$ cat config.mk
export PLATFORM = sky130hd
export DESIGN_NAME = btn_conditioner_flat
export DESIGN_NICKNAME = d
export VERILOG_FILES = /design/src/rtl/badge_pkg.sv /design/src/rtl/btn_conditioner_if.sv /design/src/rtl/btn_conditioner_ch.sv /design/src/rtl/btn_conditioner.sv /design/src/flat_wrapper.sv
export SDC_FILE = /design/constraint.sdc
export NUM_CORES = 1
export LEC_CHECK = 0
export CORE_ASPECT_RATIO = 0.5
export CORE_MARGIN = 2
export CORE_UTILIZATION = 55
export DETAILED_ROUTE_END_ITERATION = 8
export PLACE_DENSITY_LB_ADDON = 0.25
export SLEW_MARGIN = 40
export SYNTH_ARGS = -nofsm -noshare
export SYNTH_HDL_FRONTEND = slang
export SYNTH_HIERARCHICAL = 1
export SYNTH_SLANG_ARGS = --single-unit
$ cat constraint.sdc
create_clock -name clk -period 2.7 [get_ports clk]
set_clock_uncertainty 0.05 [all_clocks]
set_input_delay 0.405 -clock clk [delete_from_list [all_inputs] [get_ports clk]]
set_output_delay 0.405 -clock clk [all_outputs]
set_load 0.1 [all_outputs]
$ cat src/rtl/badge_pkg.sv
// Shared badge definitions: clock rate, millisecond-to-cycle helper and the
// auto-repeat state encoding used by the button conditioner.
package badge_pkg;

    localparam int unsigned CLK_HZ = 32_000_000;

    function automatic int unsigned ms_to_cyc(input int unsigned ms);
        return (CLK_HZ / 1000) * ms;
    endfunction

    typedef enum logic [1:0] {
        RptIdle   = 2'd0,
        RptDelay  = 2'd1,
        RptPeriod = 2'd2
    } rpt_state_e;

endpackage

$ cat src/rtl/btn_conditioner_if.sv
// Button bundle: raw active-low pins in, conditioned levels and strobes out.
interface btn_conditioner_if #(
    parameter int unsigned N_BTN = 5
) ();

    logic [N_BTN-1:0] btn_n;
    logic [N_BTN-1:0] pressed;
    logic [N_BTN-1:0] press_pulse;
    logic [N_BTN-1:0] release_pulse;
    logic [N_BTN-1:0] repeat_pulse;

    modport master (
        output btn_n,
        input  pressed,
        input  press_pulse,
        input  release_pulse,
        input  repeat_pulse
    );

    modport slave (
        input  btn_n,
        output pressed,
        output press_pulse,
        output release_pulse,
        output repeat_pulse
    );

endinterface

$ cat src/rtl/btn_conditioner_ch.sv
// One button channel: 2-FF synchronizer, counter debounce and auto-repeat FSM.
// All outputs are registered; pulses last exactly one cycle.
module btn_conditioner_ch
    import badge_pkg::*;
#(
    parameter int unsigned DB_CYCLES  = ms_to_cyc(10),
    parameter int unsigned RPT_DELAY  = ms_to_cyc(500),
    parameter int unsigned RPT_PERIOD = ms_to_cyc(100)
) (
    input  logic clk,
    input  logic rst_n,
    input  logic btn_n,
    output logic pressed,
    output logic press_pulse,
    output logic release_pulse,
    output logic repeat_pulse
);

    localparam int unsigned DB_W    = $clog2(DB_CYCLES + 1);
    localparam int unsigned RPT_MAX = (RPT_DELAY > RPT_PERIOD) ? RPT_DELAY : RPT_PERIOD;
    localparam int unsigned RPT_W   = $clog2(RPT_MAX + 1);

    logic             sync_ff1_q;
    logic             sync_ff2_q;
    logic             sync;
    logic             stable_q;
    logic [DB_W-1:0]  db_cnt_q;
    logic [RPT_W-1:0] rpt_cnt_q;
    rpt_state_e       state_q;
    logic             mismatch;
    logic             db_done;

    assign sync     = ~sync_ff2_q;
    assign mismatch = (sync != stable_q);
    assign db_done  = mismatch && (db_cnt_q == DB_W'(DB_CYCLES - 1));
    assign pressed  = stable_q;

    always_ff @(posedge clk or negedge rst_n) begin
        if (!rst_n) begin
            sync_ff1_q    <= 1'b1;
            sync_ff2_q    <= 1'b1;
            stable_q      <= 1'b0;
            db_cnt_q      <= '0;
            rpt_cnt_q     <= '0;
            state_q       <= RptIdle;
            press_pulse   <= 1'b0;
            release_pulse <= 1'b0;
            repeat_pulse  <= 1'b0;
        end else begin
            sync_ff1_q    <= btn_n;
            sync_ff2_q    <= sync_ff1_q;
            press_pulse   <= 1'b0;
            release_pulse <= 1'b0;
            repeat_pulse  <= 1'b0;

            if (!mismatch) begin
                db_cnt_q <= '0;
            end else if (db_done) begin
                stable_q <= sync;
                db_cnt_q <= '0;
            end else begin
                db_cnt_q <= db_cnt_q + DB_W'(1);
            end

            // An accepted edge overrides any repeat expiry landing in the same cycle.
            if (db_done && sync) begin
                press_pulse  <= 1'b1;
                repeat_pulse <= 1'b1;
                rpt_cnt_q    <= '0;
                state_q      <= RptDelay;
            end else if (db_done) begin
                release_pulse <= 1'b1;
                rpt_cnt_q     <= '0;
                state_q       <= RptIdle;
            end else begin
                case (state_q)
                    RptDelay: begin
                        if (rpt_cnt_q == RPT_W'(RPT_DELAY - 1)) begin
                            repeat_pulse <= 1'b1;
                            rpt_cnt_q    <= '0;
                            state_q      <= RptPeriod;
                        end else begin
                            rpt_cnt_q <= rpt_cnt_q + RPT_W'(1);
                        end
                    end
                    RptPeriod: begin
                        if (rpt_cnt_q == RPT_W'(RPT_PERIOD - 1)) begin
                            repeat_pulse <= 1'b1;
                            rpt_cnt_q    <= '0;
                        end else begin
                            rpt_cnt_q <= rpt_cnt_q + RPT_W'(1);
                        end
                    end
                    default: begin
                        rpt_cnt_q <= '0;
                        state_q   <= RptIdle;
                    end
                endcase
            end
        end
    end

endmodule

$ cat src/rtl/btn_conditioner.sv
// Badge push-button input stage: one independent conditioning channel per pin.
module btn_conditioner
    import badge_pkg::*;
#(
    parameter int unsigned N_BTN      = 5,
    parameter int unsigned DB_CYCLES  = ms_to_cyc(10),
    parameter int unsigned RPT_DELAY  = ms_to_cyc(500),
    parameter int unsigned RPT_PERIOD = ms_to_cyc(100)
) (
    input  logic                clk,
    input  logic                rst_n,
    btn_conditioner_if.slave    bus
);

    logic [N_BTN-1:0] pressed;
    logic [N_BTN-1:0] press_pulse;
    logic [N_BTN-1:0] release_pulse;
    logic [N_BTN-1:0] repeat_pulse;

    for (genvar i = 0; i < N_BTN; i++) begin : g_ch
        btn_conditioner_ch #(
            .DB_CYCLES  (DB_CYCLES),
            .RPT_DELAY  (RPT_DELAY),
            .RPT_PERIOD (RPT_PERIOD)
        ) u_ch (
            .clk           (clk),
            .rst_n         (rst_n),
            .btn_n         (bus.btn_n[i]),
            .pressed       (pressed[i]),
            .press_pulse   (press_pulse[i]),
            .release_pulse (release_pulse[i]),
            .repeat_pulse  (repeat_pulse[i])
        );
    end

    assign bus.pressed       = pressed;
    assign bus.press_pulse   = press_pulse;
    assign bus.release_pulse = release_pulse;
    assign bus.repeat_pulse  = repeat_pulse;

endmodule
$ cat src/flat_wrapper.sv
// flat-port wrapper written by rule: the top's interface ports become plain ports
module btn_conditioner_flat import badge_pkg::*;
#(
    parameter int unsigned N_BTN      = 5,
    parameter int unsigned DB_CYCLES  = ms_to_cyc(10),
    parameter int unsigned RPT_DELAY  = ms_to_cyc(500),
    parameter int unsigned RPT_PERIOD = ms_to_cyc(100)
)
  (clk, rst_n, bus_btn_n, bus_pressed, bus_press_pulse, bus_release_pulse, bus_repeat_pulse);
  btn_conditioner_if #(.N_BTN(N_BTN)) bus_i ();
  input  logic clk;
  input  logic rst_n;
  input wire logic [$bits(bus_i.btn_n)-1:0] bus_btn_n;
  output wire logic [$bits(bus_i.pressed)-1:0] bus_pressed;
  output wire logic [$bits(bus_i.press_pulse)-1:0] bus_press_pulse;
  output wire logic [$bits(bus_i.release_pulse)-1:0] bus_release_pulse;
  output wire logic [$bits(bus_i.repeat_pulse)-1:0] bus_repeat_pulse;
  assign bus_i.btn_n = bus_btn_n;
  assign bus_pressed = bus_i.pressed;
  assign bus_press_pulse = bus_i.press_pulse;
  assign bus_release_pulse = bus_i.release_pulse;
  assign bus_repeat_pulse = bus_i.repeat_pulse;
  btn_conditioner #(.N_BTN(N_BTN), .DB_CYCLES(DB_CYCLES), .RPT_DELAY(RPT_DELAY), .RPT_PERIOD(RPT_PERIOD)) u_core (.clk(clk), .rst_n(rst_n), .bus(bus_i));
endmodule
==> results of run 1 <==
==> power by group through the flow <==
stage	registers, uW	logic (uW)	clock network [uW]
2_1_floorplan	3940	48.2	0
6_report	3880	156	3380
4_1_cts	3880	164	3490
5_1_grt	3880	184	3670
3_5_place_dp	3950	162	0
3_3_place_gp	3950	156	0
==> worst max path at each step <==
stage	startpoint	to	slack, ns	cells past startpoint
2_1_floorplan	u_core/g_ch[4].u_ch/pressed	u_core/g_ch[4].u_ch/rpt_cnt_q[9]	0.33	7
3_3_place_gp	u_core/g_ch[4].u_ch/rpt_cnt_q[0]	u_core/g_ch[4].u_ch/rpt_cnt_q[9]	0.30	6
3_5_place_dp	u_core/g_ch[4].u_ch/rpt_cnt_q[0]	u_core/g_ch[4].u_ch/rpt_cnt_q[6]	0.36	6
4_1_cts	u_core/g_ch[4].u_ch/rpt_cnt_q[0]	u_core/g_ch[4].u_ch/rpt_cnt_q[6]	0.37	6
5_1_grt	u_core/g_ch[4].u_ch/rpt_cnt_q[0]	u_core/g_ch[4].u_ch/rpt_cnt_q[20]	0.16	6
6_report	u_core/g_ch[0].u_ch/rpt_cnt_q[0]	u_core/g_ch[0].u_ch/rpt_cnt_q[9]	0.37	7
==> synthesized netlist by cell type, types with 2 or more instances <==
library cell,number,area [um2]
nor2_1,252,945.9
dfrtp_1,245,6131
xor2_1,135,1182
nand2_1,87,326.6
nand3_1,82,410.4
xnor2_1,61,534.3
nand4_1,52,325.3
inv_1,40,150.1
and3_1,39,244.0
nor3_1,26,130.1
nor4_1,22,137.6
a21oi_1,21,105.1
ha_1,20,250.2
or3_1,17,106.4
and4_1,15,131.4
clkbuf_1,14,52.55
and2_1,11,68.82
buf_6,10,112.6
dfstp_2,10,262.8
o21ai_0,10,50.05
nor4bb_1,9,90.09
or4_1,9,67.56
a31oi_1,6,37.54
nor4b_1,6,52.55
nand4b_1,5,43.79
o211ai_1,5,37.54
a211oi_1,4,30.03
nand2b_1,4,25.02
o21ai_4,4,65.06
o31a_1,4,35.03
o31ai_1,4,30.03
nand3_2,2,20.02
nor4b_2,2,30.03
==> routing by layer <==
metal	up-vias	GRT usage	wire length (um)
met5	-	0	0
met4	0	0.05320	476
met3	46	0.03762	768
met2	131	0.3537	11070
met1	4374	0.2688	10890
li1	4347	-	-
==> worst max-delay path, stage by stage (launching register included) <==
cell and delay [ns]:
dfrtp_1 0.40, ha_1 0.23, nand4_1 0.24, or3_1 0.46
o31a_1 0.34, o21ai_4 0.12, buf_4 0.27, nor2_1 0.09
==> cell type report <==
| cell class | count | area [um2] | area share |
|---|---|---|---|
| multi-input cells | 923 | 5628 | 0.4078 |
| clock inverters | 6 | 60.06 | 0.004352 |
| inverters | 40 | 150.1 | 0.01088 |
| well taps | 300 | 375.4 | 0.02720 |
| clock buffers | 38 | 734.5 | 0.05322 |
| repair buffers | 53 | 457.9 | 0.03319 |
| flip-flops and latches | 255 | 6394 | 0.4633 |
==> kinds of logic after synthesis <==
family,count (synthesis)
simple gates,645
flops,255
xor+xnor,196
buf+inv,66
compound gates,62
fa+ha+maj,20
==> per-stage QoR <==
stage	worst slack (ns)	hold WS [ns]	area (um2)	power, uW	std cells
floorplan	0.3278	0.05941	12340	3993	1244
global placement	0.2954	0.2963	12990	4105	1570
detailed placement	0.3633	0.2975	13000	4112	1570
CTS	0.3670	0.2132	13800	7533	1615
global route	0.1575	0.2171	13800	7730	1615
finish	0.3744	0.2326	13800	7418	1615
==> impl_metrics.yaml, run 1 <==
pwr:
  p_clk_frac: 0.456
  intPower_uw: 5858
  power_frac_comb: 0.021
  p_leak_uw: 0.005831
  vdd_ir_drop_max_v: 0.0004277
  power.density_nw_per_um2: 537.6
  switchingPower_uw: 1560
  p_seq_frac: 0.523
  sw_frac_of_total: 0.2103
route:
  wl_per_cell_um: 14.37
  drt_iter0_markers: 445
  wl_um: 23210
  first_pass_iters: 5
  avgViaCountPerCell: 5.510
  drc: 0
  ant_nets: 0
  vias: 8898
yosys:
  syn_inst: 1244
  synth_compound_area_frac: 0.03488
  ys_seq_elements: 255
  ys_seq_area_frac: 0.5181
  synth-simple-area-share: 0.2611
  synth_fa_ha_area_frac: 0.02028
  synth_top_family_by_area: "simple AND/OR/NAND/NOR gates"
  synth_edf_count: 0
  synth_fp_nets: 1271
  yosysWarnings: 6
  synth.distinct_cells: 44
  synth_xor_area_frac: 0.1391
  avgSynthCellArea_um2: 9.920
  async_flop_share: 1.000
  synth-main-ff-cell: "dfrtp_1"
  synthMuxAreaShare: 0
  synth_area_um2: 12340
sta:
  tightestPinTransition_ns: 0.8313
  rsz0062_at_grt: "false"
  setup_violations: 0
  drv_slew: 0
  fmax_ghz: 0.4300
  fin_crit_ns: 2.326
  slew_headroom: 0.4407
  hold_viol_final: 0
  fin_crit_sh: 0.8613
  fin_tns_setup_ns: 0
floorplanning:
  die_area_um2: 23720
  ios: 27
  start_util: 0.5655
  coreArea_um2: 21820
  die_y_um: 109.9
  die_w_um: 215.8
  core.rowCount: 38
setup_path:
  reg2reg_slack_ns: 0.37
  critPathRequiredTime_ns: 3.05
  worstRegToRegCells: 7
  timing.rr.start: "u_core/g_ch[0].u_ch/rpt_cnt_q[0]"
  worstSetupPathType: "reg -> reg"
  rr_endpoint: "u_core/g_ch[0].u_ch/rpt_cnt_q[9]"
  endpoint_kind: "flip-flop"
  start_kind: "flip-flop"
  cp_data_arrival_time_ns: 2.67
  cp_max_fo: 24
clocking:
  cts_resized: 0
  clk_latency_ns: 0.52
  numCtsBuffers: 24
  cts_tree: "yes"
  ctsHtreeMaxLevel: 1
  clockBufferDepth: 3
  clock-root-buffer: "clkbuf_16"
  post_cts_buffers: 0
  ctsHoldBuffers: 1
  cts.sinks: 255
  path_clk_slew_ns: 0.06
finish:
  n_fill_cell: 1742
  syn2layout_area_growth_pct: 11.82
  layout.nets: 1324
  post-route-util: 0.6323
  top_register: "u_core/g_ch.u_ch/rpt_cnt_q"
  drive_above_1_share: 0.08137
  final_common_cell: "nor2_1"
  largest_register_ffs: 120
  final_cell_mix: "nor2_1, dfrtp_1, xor2_1, nand2_1, nand3_1"
  reg_top3: "u_core/g_ch.u_ch/rpt_cnt_q x120, u_core/g_ch.u_ch/db_cnt_q x95, u_core/g_ch.u_ch/state_q x10"
  antenna_cells: 0
placed_design:
  dp_hpwl_um: 15370
  numPortBuffers: 26
  gp_congestion: 0.8466
grt:
  antenna_found_initial: 0
  grt_max_degree: 90
  first_global_vias: 8921
  track_usage: 0.2042
  grt-ovfl-total: 0
  grt_pass1_wl_um: 40720
hold_path:
  whs_endpoint: "u_core/g_ch[1].u_ch/sync_ff1_q"
  hp-class: "in -> reg"
  min_from: "bus_btn_n[1]"
  holdPathStages: 1
job:
  drv_cap: 0
run_status:
  status: "complete, no violations"
Power figures use the tool's default switching activity.
==> run 2: changes to the inputs <==
--- a/config.mk
+++ b/config.mk
@@ -10,6 +10,7 @@
 export CORE_UTILIZATION = 55
 export DETAILED_ROUTE_END_ITERATION = 8
 export PLACE_DENSITY_LB_ADDON = 0.25
+export SETUP_SLACK_MARGIN = 0.02
 export SLEW_MARGIN = 40
 export SYNTH_ARGS = -nofsm -noshare
 export SYNTH_HDL_FRONTEND = slang
==> results of run 2 <==
The final DEF is identical to that of run 1; final timing and power are the same.
==> run 3: changes to the inputs <==
--- a/config.mk
+++ b/config.mk
@@ -5,9 +5,10 @@
 export SDC_FILE = /design/constraint.sdc
 export NUM_CORES = 1
 export LEC_CHECK = 0
+export ABC_CLOCK_PERIOD_IN_PS = 2700
 export CORE_ASPECT_RATIO = 0.5
 export CORE_MARGIN = 2
-export CORE_UTILIZATION = 55
+export CORE_UTILIZATION = 45
 export DETAILED_ROUTE_END_ITERATION = 8
 export PLACE_DENSITY_LB_ADDON = 0.25
 export SETUP_SLACK_MARGIN = 0.02
==> impl_metrics.yaml, run 3 (synthesis gave the netlist of run 1 again) <==
finish:
  syn2layout_area_growth_pct: 12.91
  post-route-util: 0.5219
  n_fill_cell: 2414
  layout.nets: 1325
  reg_top3: "u_core/g_ch.u_ch/rpt_cnt_q x120, u_core/g_ch.u_ch/db_cnt_q x95, u_core/g_ch.u_ch/state_q x10"
  drive_above_1_share: 0.08587
  final_cell_mix: "nor2_1, dfrtp_1, xor2_1, nand2_1, nand3_1"
  largest_register_ffs: 120
  top_register: "u_core/g_ch.u_ch/rpt_cnt_q"
  antenna_cells: 0
  final_common_cell: "nor2_1"
grt:
  grt_pass1_wl_um: 40500
  first_global_vias: 8795
  antenna_found_initial: 0
  track_usage: 0.1655
  grt_max_degree: 72
  grt-ovfl-total: 0
sta:
  setup_violations: 0
  hold_viol_final: 0
  drv_slew: 0
  whs_ns: 0.2374
  fin_tns_setup_ns: 0
  fmax_ghz: 0.4290
  worst_slack_ns: 0.3689
  fin_crit_ns: 2.331
  fin_crit_sh: 0.8634
  tightestPinTransition_ns: 0.7230
  slew_headroom: 0.5135
  rsz0062_at_grt: "false"
floorplanning:
  die_w_um: 238.2
  start_util: 0.4623
  die_area_um2: 28840
  coreArea_um2: 26700
  core.rowCount: 42
  ios: 27
  die_y_um: 121.1
clocking:
  post_cts_buffers: 0
  clock-root-buffer: "clkbuf_16"
  path_clk_slew_ns: 0.06
  ctsHoldBuffers: 1
  cts_tree: "yes"
  numCtsBuffers: 24
  cts_resized: 0
  cts.sinks: 255
  clockBufferDepth: 3
  ctsHtreeMaxLevel: 1
  clk_latency_ns: 0.52
setup_path:
  cp_data_arrival_time_ns: 2.68
  worstSetupPathType: "reg -> reg"
  cpLargestDelayFamily: "simple AND/OR/NAND/NOR gates"
  crit_buf_inv: 1
  crit_path_top_delay_cell: "or3_1"
  cp_max_fo: 10
  endpoint_kind: "flip-flop"
  critPathRequiredTime_ns: 3.05
  start_kind: "flip-flop"
  cp_cell_sequence: "ha_1, nand4_1, or3_1, o31a_1, o21ai_4, buf_4, nor2_1"
  critical_path.max_stage_delay_ns: 0.46
hold_path:
  hp-class: "in -> reg"
route:
  wl_per_cell_um: 13.70
  drc: 0
  vias: 8803
  avgViaCountPerCell: 5.278
  first_pass_iters: 5
  ant_nets: 0
  wl_um: 22850
  drt_iter0_markers: 541
placed_design:
  numPortBuffers: 26
  dp_hpwl_um: 15460
  pre_cts_slack_ns: 0.3791
  gp_congestion: 0.8134
run_status:
  status: "complete, no violations"
pwr:
  total_power_uw: 7571
  power.density_nw_per_um2: 543.4
  p_leak_uw: 0.005871
  vdd_ir_drop_max_v: 0.0004132
job:
  drv_cap: 0
==> run 3: changes by cell type in the layout (fill, tap and decap cells not counted) <==
cell / previous run / this run
clkbuf_1: 7 / 2
clkinv_2: 3 / 5
buf_12: 3 / 4
clkbuf_8: 6 / 8
bufinv_16: 1 / 2
==> run 3: through the flow <==
| stage | cell area, um2 | cells |
|---|---|---|
| after floorplan | 12340 | 1244 |
| after global placement | 13070 | 1623 |
| after detailed placement | 13080 | 1623 |
| after CTS | 13930 | 1668 |
| after global routing | 13930 | 1668 |
| final | 13930 | 1668 |
==> run 3: path summary, 6_finish.rpt <==
kind	start	endpoint	slack [ns]	depth (start not counted)
hold reg to reg	u_core/g_ch[2].u_ch/sync_ff1_q	u_core/g_ch[2].u_ch/sync_ff2_q	0.31	0
min in group asynchronous	rst_n	u_core/g_ch[4].u_ch/db_cnt_q[0]	0.40	2
setup / recovery	u_core/g_ch[2].u_ch/rpt_cnt_q[0]	u_core/g_ch[2].u_ch/rpt_cnt_q[9]	0.37	7
setup reg to reg	u_core/g_ch[2].u_ch/rpt_cnt_q[0]	u_core/g_ch[2].u_ch/rpt_cnt_q[9]	0.37	7
max in group asynchronous	rst_n	u_core/g_ch[1].u_ch/sync_ff2_q	1.45	3
hold / removal	bus_btn_n[1]	u_core/g_ch[1].u_ch/sync_ff1_q	0.24	1
==> run 3: final cells by class <==
type                    instances  area (um2)  area share
clock inverters                 9       100.1    0.007184
clock buffers                  35       743.2     0.05334
flip-flops and latches        255        6394      0.4589
repair buffers                 54       478.0     0.03430
multi-input cells             923        5628      0.4039
well taps                     352       440.4     0.03161
inverters                      40       150.1     0.01078
==> run 3: metal layers <==
metal  GRT usage  wire, um  vias up
li1            -         -     4367
met1      0.2290     11420     4299
met2      0.2744     10380      109
met3     0.02889       702       28
met4     0.03672       346        0
met5           0         0        -
==> run 3: power by group <==
group / internal, uW / switching (uW)
Combinational: 42.7 / 113
Clock: 2100 / 1430
Sequential: 3850 / 28.7
==> run 3: worst reg2reg max path, stage by stage (launching register included) <==
cell	delay, ns
dfrtp_1	0.39
ha_1	0.22
nand4_1	0.22
or3_1	0.46
o31a_1	0.34
o21ai_4	0.24
buf_4	0.23
nor2_1	0.07
